--- src/rtl/pwm_from_count.sv ---
// pwm_from_count: turns an upstream free-running count into a registered PWM
// output. Duty updates are double buffered and only take effect on a period
// boundary (count wrap), so no output period is ever truncated.
//
// state | meaning
// IDLE  | disabled, output held at idle level
// SYNC  | enabled, waiting for a period boundary before driving output
// RUN   | driving PWM, one full period per count wrap
module pwm_from_count #(
    parameter int unsigned      WIDTH    = 8,
    parameter logic [WIDTH-1:0] DUTY_RST = '0,
    parameter bit               POL      = 1'b1
) (
    input  logic             clk,
    input  logic             rst,
    input  logic [WIDTH-1:0] count,
    input  logic             enable,
    input  logic [WIDTH-1:0] duty_in,
    input  logic             duty_valid,
    output logic             duty_ready,
    output logic             pwm_out,
    output logic             period_done,
    output logic             busy
);

    typedef enum logic [1:0] {
        IDLE = 2'd0,
        SYNC = 2'd1,
        RUN  = 2'd2
    } state_t;

    state_t           state;
    state_t           next_state;
    logic [WIDTH-1:0] count_q;
    logic [WIDTH-1:0] active_duty;
    logic [WIDTH-1:0] pending;
    logic [WIDTH-1:0] active_duty_eff;
    logic             pending_full;
    logic             wrap;
    logic             accept;
    logic             load;
    logic             pwm_d;
    logic             period_done_d;
    logic             busy_d;

    // Any backwards step of the count is a boundary; this also covers an
    // upstream counter reset in the middle of a period.
    assign wrap            = (count < count_q);
    assign duty_ready      = ~pending_full;
    assign accept          = duty_valid & ~pending_full;
    assign load            = wrap & pending_full;
    // The duty promoted on this wrap already governs the count = 0 sample.
    assign active_duty_eff = load ? pending : active_duty;

    // Remember the previous count for wrap detection.
    always_ff @(posedge clk or posedge rst) begin
        if (rst) begin
            count_q <= '0;
        end else begin
            count_q <= count;
        end
    end

    // One pending slot, promoted to active on wrap in every state.
    // accept and load are exclusive: accept needs the slot empty, load full.
    always_ff @(posedge clk or posedge rst) begin
        if (rst) begin
            active_duty  <= DUTY_RST;
            pending      <= '0;
            pending_full <= 1'b0;
        end else begin
            if (load) begin
                active_duty  <= pending;
                pending_full <= 1'b0;
            end
            if (accept) begin
                pending      <= duty_in;
                pending_full <= 1'b1;
            end
        end
    end

    // State register.
    always_ff @(posedge clk or posedge rst) begin
        if (rst) begin
            state <= IDLE;
        end else begin
            state <= next_state;
        end
    end

    // Next-state logic; a low enable overrides any wrap.
    always_comb begin
        next_state = state;
        if (!enable) begin
            next_state = IDLE;
        end else begin
            case (state)
                IDLE:    next_state = SYNC;
                SYNC:    next_state = wrap ? RUN : SYNC;
                RUN:     next_state = RUN;
                default: next_state = IDLE;
            endcase
        end
    end

    // Output decode, looking at the state being entered this cycle.
    always_comb begin
        pwm_d         = ~POL;
        period_done_d = 1'b0;
        busy_d        = (next_state != IDLE);
        if (next_state == RUN && count < active_duty_eff) begin
            pwm_d = POL;
        end
        if ((state == RUN || next_state == RUN) && wrap && enable) begin
            period_done_d = 1'b1;
        end
    end

    // Output registers.
    always_ff @(posedge clk or posedge rst) begin
        if (rst) begin
            pwm_out     <= ~POL;
            period_done <= 1'b0;
            busy        <= 1'b0;
        end else begin
            pwm_out     <= pwm_d;
            period_done <= period_done_d;
            busy        <= busy_d;
        end
    end

endmodule

--- config.mk ---
export PLATFORM = sky130hd
export DESIGN_NAME = pwm_from_count
export DESIGN_NICKNAME = d
export VERILOG_FILES = /design/src/rtl/pwm_from_count.sv
export SDC_FILE = /design/constraint.sdc
export NUM_CORES = 1
export LEC_CHECK = 0
export BUFFER_PORTS_ARGS = -buffer_cell sky130_fd_sc_hd__buf_2
export CORE_MARGIN = 2
export CORE_UTILIZATION = 30
export CTS_BUF_LIST = sky130_fd_sc_hd__clkbuf_4
export DETAILED_ROUTE_END_ITERATION = 8
export PLACE_DENSITY = 0.53
export REMOVE_ABC_BUFFERS = 1
export SYNTH_ARGS = -nofsm -noshare
export SYNTH_HDL_FRONTEND = slang
export SYNTH_SLANG_ARGS = --single-unit
--- constraint.sdc ---
create_clock -name clk -period 7.5 [get_ports clk]
set_input_delay 1.5 -clock clk [delete_from_list [all_inputs] [get_ports clk]]
set_output_delay 1.5 -clock clk [all_outputs]
set_load 0.1 [all_outputs]
==> metrics.yaml, run 1 <==
setup_path:
  worstSetupPathType: "primary input to flop"
  path_buf_inv: 1
  crit_start: "count[2]"
  crit_family: "compound AO/OA/AOI/OAI gates"
  required_ns: 7.78
  cpMaxStageDelayCell: "or3_1"
  reg2reg_setup_slack_ns: 4.35
  worst_ep_arrival_time_ns: 4.36
  critical_path.max_fanout: 15
  critical_path.cell_chain: "buf_2 > ha_1 > or3_1 > a21oi_2 > a211oi_2 > nor2_4 > nand2_4 > mux2i_1 > ha_1 > a21o_1 > a21oi_1 > o21ai_0 > a221oi_1 > nand4_1 > o21ba_1"
  cp-start-kind: "primary input"
  cpPeakStageDelay_ns: 0.36
  timing.rr.start: "count_q[2]"
  cp_common_cell: "ha_1"
  setup.worst_path.end_class: "flop"
pwr:
  powerDensity_mw_per_mm2: 305.1
  clkPwrFrac_pct: 18.1
  comb_power_share_pct: 36.6
  p_leak_nw: 0.8592
  power_switching_mw: 0.1830
  sw_frac_of_total_pct: 35.08
  p_int_mw: 0.3385
  p_seq_share_pct: 45.3
  p_total_mw: 0.5215
  peakVddDrop_mv: 0.07689
sta:
  fin_hold_ws_ns: 0.5104
  fin_crit_sh_pct: 54.39
  fin_skew_ns: 0.008630
  fin_ws_ns: 3.420
  slew_viol_final: 0
  setup_tns_ns: 0
  hold_viol: 0
  fin_crit_ns: 4.080
  maxSlewHeadroom_pct: 25.05
  tightest_slew_ns: 1.123
  fmax_mhz: 245.1
  finalSetupViolations: 0
  rsz0062_at_grt: "no"
synth:
  ys_async_sr_fraction_pct: 100.0
  avgSynthCellArea_um2: 12.83
  synthXorXnorAreaFrac_pct: 0.5937
  synth.top_cell.area_share_pct: 50.89
  yosys.area_share.simple_pct: 7.294
  synth_cells: 115
  yosysWarnings: 0
  synthMuxAreaShare_pct: 16.71
  yosysSeqAreaShare_pct: 50.89
  synth_compound_area_share_pct: 8.567
  synth_top_family_by_area: "multiplexers"
  synth.distinct_cells: 33
  synth_area_leaders: "dfrtp_1 51%, ha_1 12%, mux2_2 9.9%"
  ys_ff_latch: 30
  synth_area_leader_cell: "dfrtp_1"
  synth_edf_count: 0
  syn_area_mm2: 0.001475
  ys.flop_type: "dfrtp_1"
  post_synth_fa_ha_maj_area_fraction_pct: 11.87
worst_hold_path:
  min_path_type: "flop to flop"
  worstHoldStart: "active_duty[7]"
layout:
  diodes: 0
  stdcell_area_mm2: 0.001709
  final_common_cell: "dfrtp_1"
  drive_gt1_share_pct: 35.42
  final_nets: 177
  final_core_util_pct: 36.19
  layout_common_cells: "30 x dfrtp_1, 23 x buf_2, 14 x ha_1, 13 x mux2_2, 11 x inv_1"
  final_cells: 211
  area_growth_pct: 15.86
cts:
  root_buffer: "clkbuf_4"
  ctsHtreeMaxLevel: 2
  cts.repair.resized: 0
  post_cts_buffers: 0
  tritoncts: "done"
  cts_hold_buffers: 0
  cts_inserted_buffers: 5
  clockBufferDepth: 2
  clk-insertion-delay-late_ns: 0.33
  clkTransAtPathRegs_ns: 0.10
  cts_sinks: 30
detailed_routing:
  ant_nets: 0
  post_drt_wl_per_cell_um: 13.16
  vias: 964
  drc: 0
  vias_per_cell: 4.569
  routed_wl_um: 2777
  drt-initial-drc-count: 43
  first_pass_iters: 4
placement:
  placed_cell_area_mm2: 0.001655
  pre_cts_ws_ns: 3.085
  dpl.hpwl_um: 2086
  place.gp.congestion: 0.7941
  port-buffer-count: 23
  place_inst: 203
floorplanning:
  ios: 24
  die_h_um: 74.12
  start_util_pct: 31.23
  die_x_um: 74.12
  rows: 25
  die_area_mm2: 0.005494
  fp.coreArea_mm2: 0.004723
global_routing:
  grt_first_pass_wirelength_um: 4816
  grt_pass1_vias: 1042
  grt_usage_pct: 12.04
  overflow: 0
  grt_max_degree: 31
  antenna_found_initial: 0
outcome:
  status: "finished clean"
run:
  drv_cap: 0
-- cells in the mapped netlist, types with 2 or more instances --
cell type	number
o21ai_0	2
dfrtp_1	30
ha_1	14
o21a_1	2
mux2_2	13
inv_1	11
nand2_1	3
mux2_4	2
a21oi_1	4
nand3_1	5
mux2i_1	7
-- sequential cells by signal, summed over array words and instances (netlist names) --
register      count
state             2
busy              1
pending           8
pwm_out           1
active_duty       8
count_q           8
period_done       1
pending_full      1
-- power by group through the flow --
stage | clock network (mW) | registers, mW | logic (mW)
5_1_grt | 0.106 | 0.245 | 0.213
3_3_place_gp | 0 | 0.239 | 0.187
6_report | 0.0946 | 0.236 | 0.191
3_5_place_dp | 0 | 0.241 | 0.191
4_1_cts | 0.0993 | 0.238 | 0.192
2_1_floorplan | 0 | 0.245 | 0.142
-- layout make-up --
class	instances	area, um2
tap	67	83.83
inverter	11	41.29
sequential	30	750.7
clock inverter	2	8.758
timing repair buffer	23	115.1
clock buffer	6	45.04
fill	495	3014
multi-input combinational	72	664.4
-- worst paths after layout --
path,endpoint,cells after the start
setup / recovery,pwm_out,15
hold / removal,active_duty[7],1
hold reg to reg,active_duty[7],1
min in group asynchronous,pwm_out,2
setup reg to reg,pwm_out,15
max in group asynchronous,count_q[5],2
-- cells by family (layout without fill, tap and decap cells) --
family                   Yosys count  count (layout)
AO/OA/AOI/OAI                     17              17
XOR/XNOR                           1               1
adder cells (fa/ha/maj)           14              14
buffers and inverters             13              42
flip-flops                        30              30
multiplexers                      22              22
AND/OR/NAND/NOR                   18              18
-- worst register-to-register path, delay by kind of cell, from the launching register on --
kind | cells | cell delay, ns
AO/OA/AOI/OAI | 7 | 1.14
adder cells (fa/ha/maj) | 2 | 0.52
buffers and inverters | 1 | 0.06
flip-flops | 1 | 0.37
multiplexers | 1 | 0.17
AND/OR/NAND/NOR | 4 | 0.84
-- per-layer routing --
layer / vias to the layer above / GRT usage, % / share of wire, %
li1: 465 / - / -
met1: 469 / 13.81 / 43
met2: 21 / 19.15 / 48
met3: 9 / 3.794 / 4.8
met4: 0 / 8.283 / 4.1
met5: - / 0 / 0
Note: power is estimated with default switching activity, not from simulation.
==> run 2, diff against run 1 <==
- PLACE_DENSITY: 0.53 -> 0.54
- clock period: 7.5 -> 3.35 ns (I/O delays scaled with it)
==> run 2 against run 1 <==
Compared with the run above: cell count increased by 2.8%; utilization rose by 1.0 points; global-route usage decreased by 0.57 points; register-to-register slack lost 4.1 ns; first-iteration DRC count fell by 28%; sequential power increased by 130%; power rose by 130%.
==> metrics.yaml, run 2 (same netlist as run 1, synthesis figures left out) <==
layout:
  drive_gt1_share_pct: 38.67  # was 35.42%
  stdcell_area_mm2: 0.001758  # was 0.001709 mm2
  layout_common_cells: "30 x dfrtp_1, 23 x buf_2, 14 x ha_1, 13 x mux2_2, 11 x inv_1"  # unchanged
  final_core_util_pct: 37.22  # was 36.19%
  area_growth_pct: 19.17  # was 15.86%
  final_common_cell: "dfrtp_1"  # unchanged
  largest_registers: "active_duty: 8 flops, count_q: 8 flops, pending: 8 flops"  # unchanged
  final_nets: 183  # was 177
  nFillCells: 481  # was 495
  diodes: 0  # unchanged
global_routing:
  antenna_found_initial: 0  # unchanged
  grt_pass1_vias: 981  # was 1042
  grt_max_degree: 31  # unchanged
  grt_usage_pct: 11.47  # was 12.04%
  overflow: 0  # unchanged
  grt_first_pass_wirelength_um: 4526  # was 4816 um
sta:
  slew_viol_final: 0  # unchanged
  maxSlewHeadroom_pct: 23.21  # was 25.05%
  hold_viol: 0  # unchanged
  rsz0062_at_grt: "no"  # unchanged
  fin_crit_sh_pct: 94.83
  fmax_mhz: 314.8
  fin_crit_ns: 3.177
  fin_skew_ns: 0.01294  # was 0.008630 ns
  tightest_slew_ns: 1.151  # was 1.123 ns
  finalSetupViolations: 0  # unchanged
  setup_tns_ns: 0  # unchanged
worst_hold_path:
  min_path_type: "primary input to flop"  # was flop to flop
cts:
  clockBufferDepth: 2  # unchanged
  cts_inserted_buffers: 5  # unchanged
  tritoncts: "done"  # unchanged
  clk-insertion-delay-late_ns: 0.33  # about the same
  root_buffer: "clkbuf_4"  # unchanged
  post_cts_buffers: 0  # unchanged
  cts_sinks: 30  # unchanged
  ctsHtreeMaxLevel: 2  # unchanged
  clkTransAtPathRegs_ns: 0.10  # about the same
pwr:
  p_int_mw: 0.7749  # was 0.3385 mW
  powerDensity_mw_per_mm2: 671.6  # was 305.1 mW/mm2
  p_leak_nw: 0.8846  # was 0.8592 nW
  clkPwrFrac_pct: 17.5  # was 18.1%
  comb_power_share_pct: 37.3  # was 36.6%
  p_total_mw: 1.181  # was 0.5215 mW
  power_switching_mw: 0.4057  # was 0.1830 mW
  p_seq_share_pct: 45.1  # was 45.3%
  peakVddDrop_mv: 0.1486  # was 0.07689 mV
  sw_frac_of_total_pct: 34.36  # was 35.08%
floorplanning:
  rows: 25  # unchanged
  die_h_um: 74.12  # unchanged
  ios: 24  # unchanged
  start_util_pct: 31.23  # unchanged
  fp.coreArea_mm2: 0.004723  # unchanged
  die_area_mm2: 0.005494  # unchanged
  die_x_um: 74.12  # unchanged
detailed_routing:
  post_drt_wl_per_cell_um: 12.75  # was 13.16 um
  drc: 0  # unchanged
  ant_nets: 0  # unchanged
  routed_wl_um: 2766  # was 2777 um
  first_pass_iters: 4  # unchanged
  vias_per_cell: 4.438  # was 4.569
  drt-initial-drc-count: 31  # was 43
  vias: 963  # was 964
setup_path:
  worstSetupPathType: "primary input to flop"  # unchanged
  required_ns: 3.62  # was 7.78 ns
  critical_path.max_fanout: 5  # was 15
  cp-start-kind: "primary input"  # unchanged
  worst_ep_arrival_time_ns: 3.45  # was 4.36 ns
  setup.worst_path.end_class: "flop"  # unchanged
placement:
  place.gp.congestion: 0.8381  # was 0.7941
  dpl.hpwl_um: 2138  # was 2086 um
  port-buffer-count: 23  # unchanged
  placed_cell_area_mm2: 0.001700  # was 0.001655 mm2
run:
  drv_cap: 0  # unchanged
outcome:
  status: "finished clean"  # unchanged
## run 2: power by group through the flow
stage	sequential, mW	clock (mW)	combinational (mW)
5_1_grt	0.549	0.232	0.489
3_5_place_dp	0.540	0	0.443
4_1_cts	0.533	0.220	0.444
3_3_place_gp	0.538	0	0.427
6_report	0.533	0.207	0.441
2_1_floorplan	0.549	0	0.318
## run 2: path summary, 6_finish.rpt
kind / startpoint / end / slack [ns] / depth (start not counted)
setup / recovery: count[2] / pwm_out / 0.17 / 15
hold / removal: count[0] / count_q[0] / 0.47 / 1
setup reg to reg: count_q[2] / pwm_out / 0.27 / 15
hold reg to reg: active_duty[1] / active_duty[1] / 0.51 / 1
max in group asynchronous: rst / active_duty[3] / 2.03 / 2
min in group asynchronous: rst / pwm_out / 0.63 / 2
## run 2: area by class of cell
class / instances / area (um2) / area share, %
repair buffers: 29 / 160.2 / 9.110
clock inverters: 2 / 8.758 / 0.4982
inverters: 11 / 41.29 / 2.349
multi-input cells: 72 / 668.1 / 38.01
flip-flops and latches: 30 / 750.7 / 42.70
clock buffers: 6 / 45.04 / 2.562
well taps: 67 / 83.83 / 4.769
## run 2: repair_timing
action / 4_1_cts / 5_1_grt
setup endpoints to repair: 0 / 1
hold buffers: 0 / 0
endpoints found under the hold margin: 0 / 0
resized for setup: 0 / 1
## run 2: metal layers
layer	up-vias	part of all wire, %	track usage (%)
met4	0	3.3	6.869
met3	9	3.7	3.659
met5	-	0	0
met1	455	44	12.70
met2	22	49	19.25
li1	477	-	-
## run 2: metrics by stage
step | instances | hold WS, ns | setup slack [ns]
CTS | 217 | 0.4503 | 0.1324
global placement | 209 | 0.4863 | 0.01378
detailed placement | 209 | 0.4937 | -0.2274
floorplan | 113 | 0.4707 | 0.1211
finish | 217 | 0.4662 | 0.1732
global route | 217 | 0.4474 | 0.01708
## run 2: worst max-delay path, cell delays in order
cell      delay, ns
buf_2          0.11
ha_1           0.29
or3_1          0.37
a21oi_2        0.15
a211oi_2       0.08
nor2_4         0.15
nand2_4        0.09
mux2i_2        0.20
ha_1           0.28
a21o_1         0.17
a21oi_1        0.15
o21ai_0        0.10
a221oi_1       0.29
nand4_1        0.12
o21ba_1        0.25
==> run 3, diff against run 2 <==
- CORE_ASPECT_RATIO: default -> 1.2
- CORE_MARGIN: 2 -> default
==> run 3 against run 2 <==
Compared with the run above: cell count is 4.1% lower; first-iteration DRC count is 23% lower; worst hold slack improved by 0.018 ns; global-route usage is 0.74 points higher; register-to-register slack gained 0.12 ns; setup slack improved by 0.11 ns; combinational power grew 1%; sequential power about the same; utilization increased by 0.33 points; die area shrank 5.3%; critical path type unchanged; largest cell class unchanged.
==> metrics.yaml, run 3 (same netlist as run 1, synthesis figures left out) <==
cts:
  clk-insertion-delay-late_ns: 0.32  # was 0.33 ns
  clkTransAtPathRegs_ns: 0.09  # was 0.10 ns
  clockBufferDepth: 2  # unchanged
  cts_sinks: 30  # unchanged
  post_cts_buffers: 0  # unchanged
  cts_hold_buffers: 0  # unchanged
  cts.repair.resized: 0  # unchanged
  root_buffer: "clkbuf_4"  # unchanged
  ctsHtreeMaxLevel: 2  # unchanged
  cts_inserted_buffers: 5  # unchanged
  tritoncts: "done"  # unchanged
placement:
  port-buffer-count: 23  # unchanged
  pre_cts_ws_ns: -0.06483  # was -0.2274 ns
  placed_cell_area_mm2: 0.001702  # was 0.001700 mm2
  place_inst: 200  # was 209
  dpl.hpwl_um: 2094  # was 2138 um
  place.gp.congestion: 0.7378  # was 0.8381
pwr:
  p_total_mw: 1.169  # was 1.181 mW
  p_leak_nw: 0.8877  # was 0.8846 nW
  peakVddDrop_mv: 0.2603  # was 0.1486 mV
  powerDensity_mw_per_mm2: 667.6  # was 671.6 mW/mm2
layout:
  area_growth_pct: 18.66  # was 19.17%
  final_common_cell: "dfrtp_1"  # unchanged
  final_cells: 208  # was 217
  diodes: 0  # unchanged
  stdcell_area_mm2: 0.001750  # was 0.001758 mm2
  largest_registers: "active_duty: 8 flops, count_q: 8 flops, pending: 8 flops"  # unchanged
  final_core_util_pct: 37.55  # was 37.22%
  layout_common_cells: "30 x dfrtp_1, 23 x buf_2, 14 x ha_1, 13 x mux2_2, 11 x inv_1"  # unchanged
  final_nets: 183  # unchanged
  drive_gt1_share_pct: 36.67  # was 38.67%
setup_path:
  setup.worst_path.end_class: "flop"  # unchanged
  critical_path.max_fanout: 7  # was 5
  worstSetupPathType: "primary input to flop"  # unchanged
  required_ns: 3.62  # about the same
  worst_ep_arrival_time_ns: 3.33  # was 3.45 ns
  cp-start-kind: "primary input"  # unchanged
  reg2reg_setup_slack_ns: 0.39  # was 0.27 ns
detailed_routing:
  ant_nets: 0  # unchanged
  post_drt_wl_per_cell_um: 12.55  # was 12.75 um
  vias_per_cell: 4.649  # was 4.438
  vias: 967  # was 963
  drt-initial-drc-count: 24  # was 31
  routed_wl_um: 2610  # was 2766 um
  first_pass_iters: 5  # was 4
  drc: 0  # unchanged
floorplanning:
  die_h_um: 78.82  # was 74.12 um
  rows: 27  # was 25
  die_x_um: 66.02  # was 74.12 um
  start_util_pct: 31.64  # was 31.23%
  fp.coreArea_mm2: 0.004662  # was 0.004723 mm2
  ios: 24  # unchanged
  die_area_mm2: 0.005203  # was 0.005494 mm2
sta:
  slew_viol_final: 0  # unchanged
  fin_ws_ns: 0.2869  # was 0.1732 ns
  tightest_slew_ns: 1.138  # was 1.151 ns
  fin_crit_sh_pct: 91.44  # was 94.83%
  setup_tns_ns: 0  # unchanged
  hold_viol: 0  # unchanged
  fin_hold_ws_ns: 0.4843  # was 0.4662 ns
  fin_skew_ns: 0.006594  # was 0.01294 ns
  rsz0062_at_grt: "no"  # unchanged
  finalSetupViolations: 0  # unchanged
  maxSlewHeadroom_pct: 24.03  # was 23.21%
  fmax_mhz: 326.5  # was 314.8 MHz
  fin_crit_ns: 3.063  # was 3.177 ns
global_routing:
  antenna_found_initial: 0  # unchanged
  grt_pass1_vias: 975  # was 981
  grt_usage_pct: 12.21  # was 11.47%
  grt_max_degree: 31  # unchanged
  grt_first_pass_wirelength_um: 4547  # was 4526 um
  overflow: 0  # unchanged
run:
  drv_cap: 0  # unchanged
worst_hold_path:
  min_path_type: "primary input to flop"  # unchanged
outcome:
  status: "finished clean"  # unchanged
-- run 3: report_power, final --
part | internal, mW | leakage [nW] | switching, mW
clock network | 0.0746 | 0.0277 | 0.117
registers | 0.467 | 0.358 | 0.0632
logic | 0.227 | 0.502 | 0.221
total | 0.768 | 0.888 | 0.401
-- run 3: final timing paths --
check | from | endpoint | cells after the start
worst max-delay path | count[2] | pwm_out | 15
worst min-delay path | count[0] | count_q[0] | 1
worst max register to register | count_q[2] | pwm_out | 15
worst min register to register | state[0] | state[0] | 1
max in group asynchronous | rst | pending[5] | 2
min in group asynchronous | rst | pending_full | 2
-- run 3: routing by layer --
layer | wire [um] | vias up | part of all wire (%) | track usage [%]
met4 | 51 | 0 | 2.0 | 5.745
met2 | 1270 | 22 | 49 | 19.18
met5 | 0 | - | 0 | 0
met3 | 126 | 4 | 4.8 | 4.741
met1 | 1162 | 465 | 45 | 14.44
li1 | - | 476 | - | -
-- run 3: layout make-up --
| class | instances | area (um2) |
|---|---|---|
| Timing Repair Buffer | 29 | 172.7 |
| Clock inverter | 3 | 11.26 |
| Fill cell | 471 | 2912 |
| Tap cell | 58 | 72.57 |
| Multi-Input combinational cell | 72 | 664.4 |
| Sequential cell | 30 | 750.7 |
| Clock buffer | 5 | 37.54 |
| Inverter | 11 | 41.29 |
-- run 3: critical path, cell delays in order --
cell and delay [ns]:
buf_2 0.11, ha_1 0.27, or3_1 0.36, a21oi_2 0.14, a211oi_2 0.07, nor2_4 0.15
nand2_4 0.08, buf_12 0.15, mux2i_1 0.17, ha_1 0.27, a21oi_1 0.14, o21ai_0 0.09
a221oi_1 0.32, nand4_1 0.12, o21ba_1 0.22
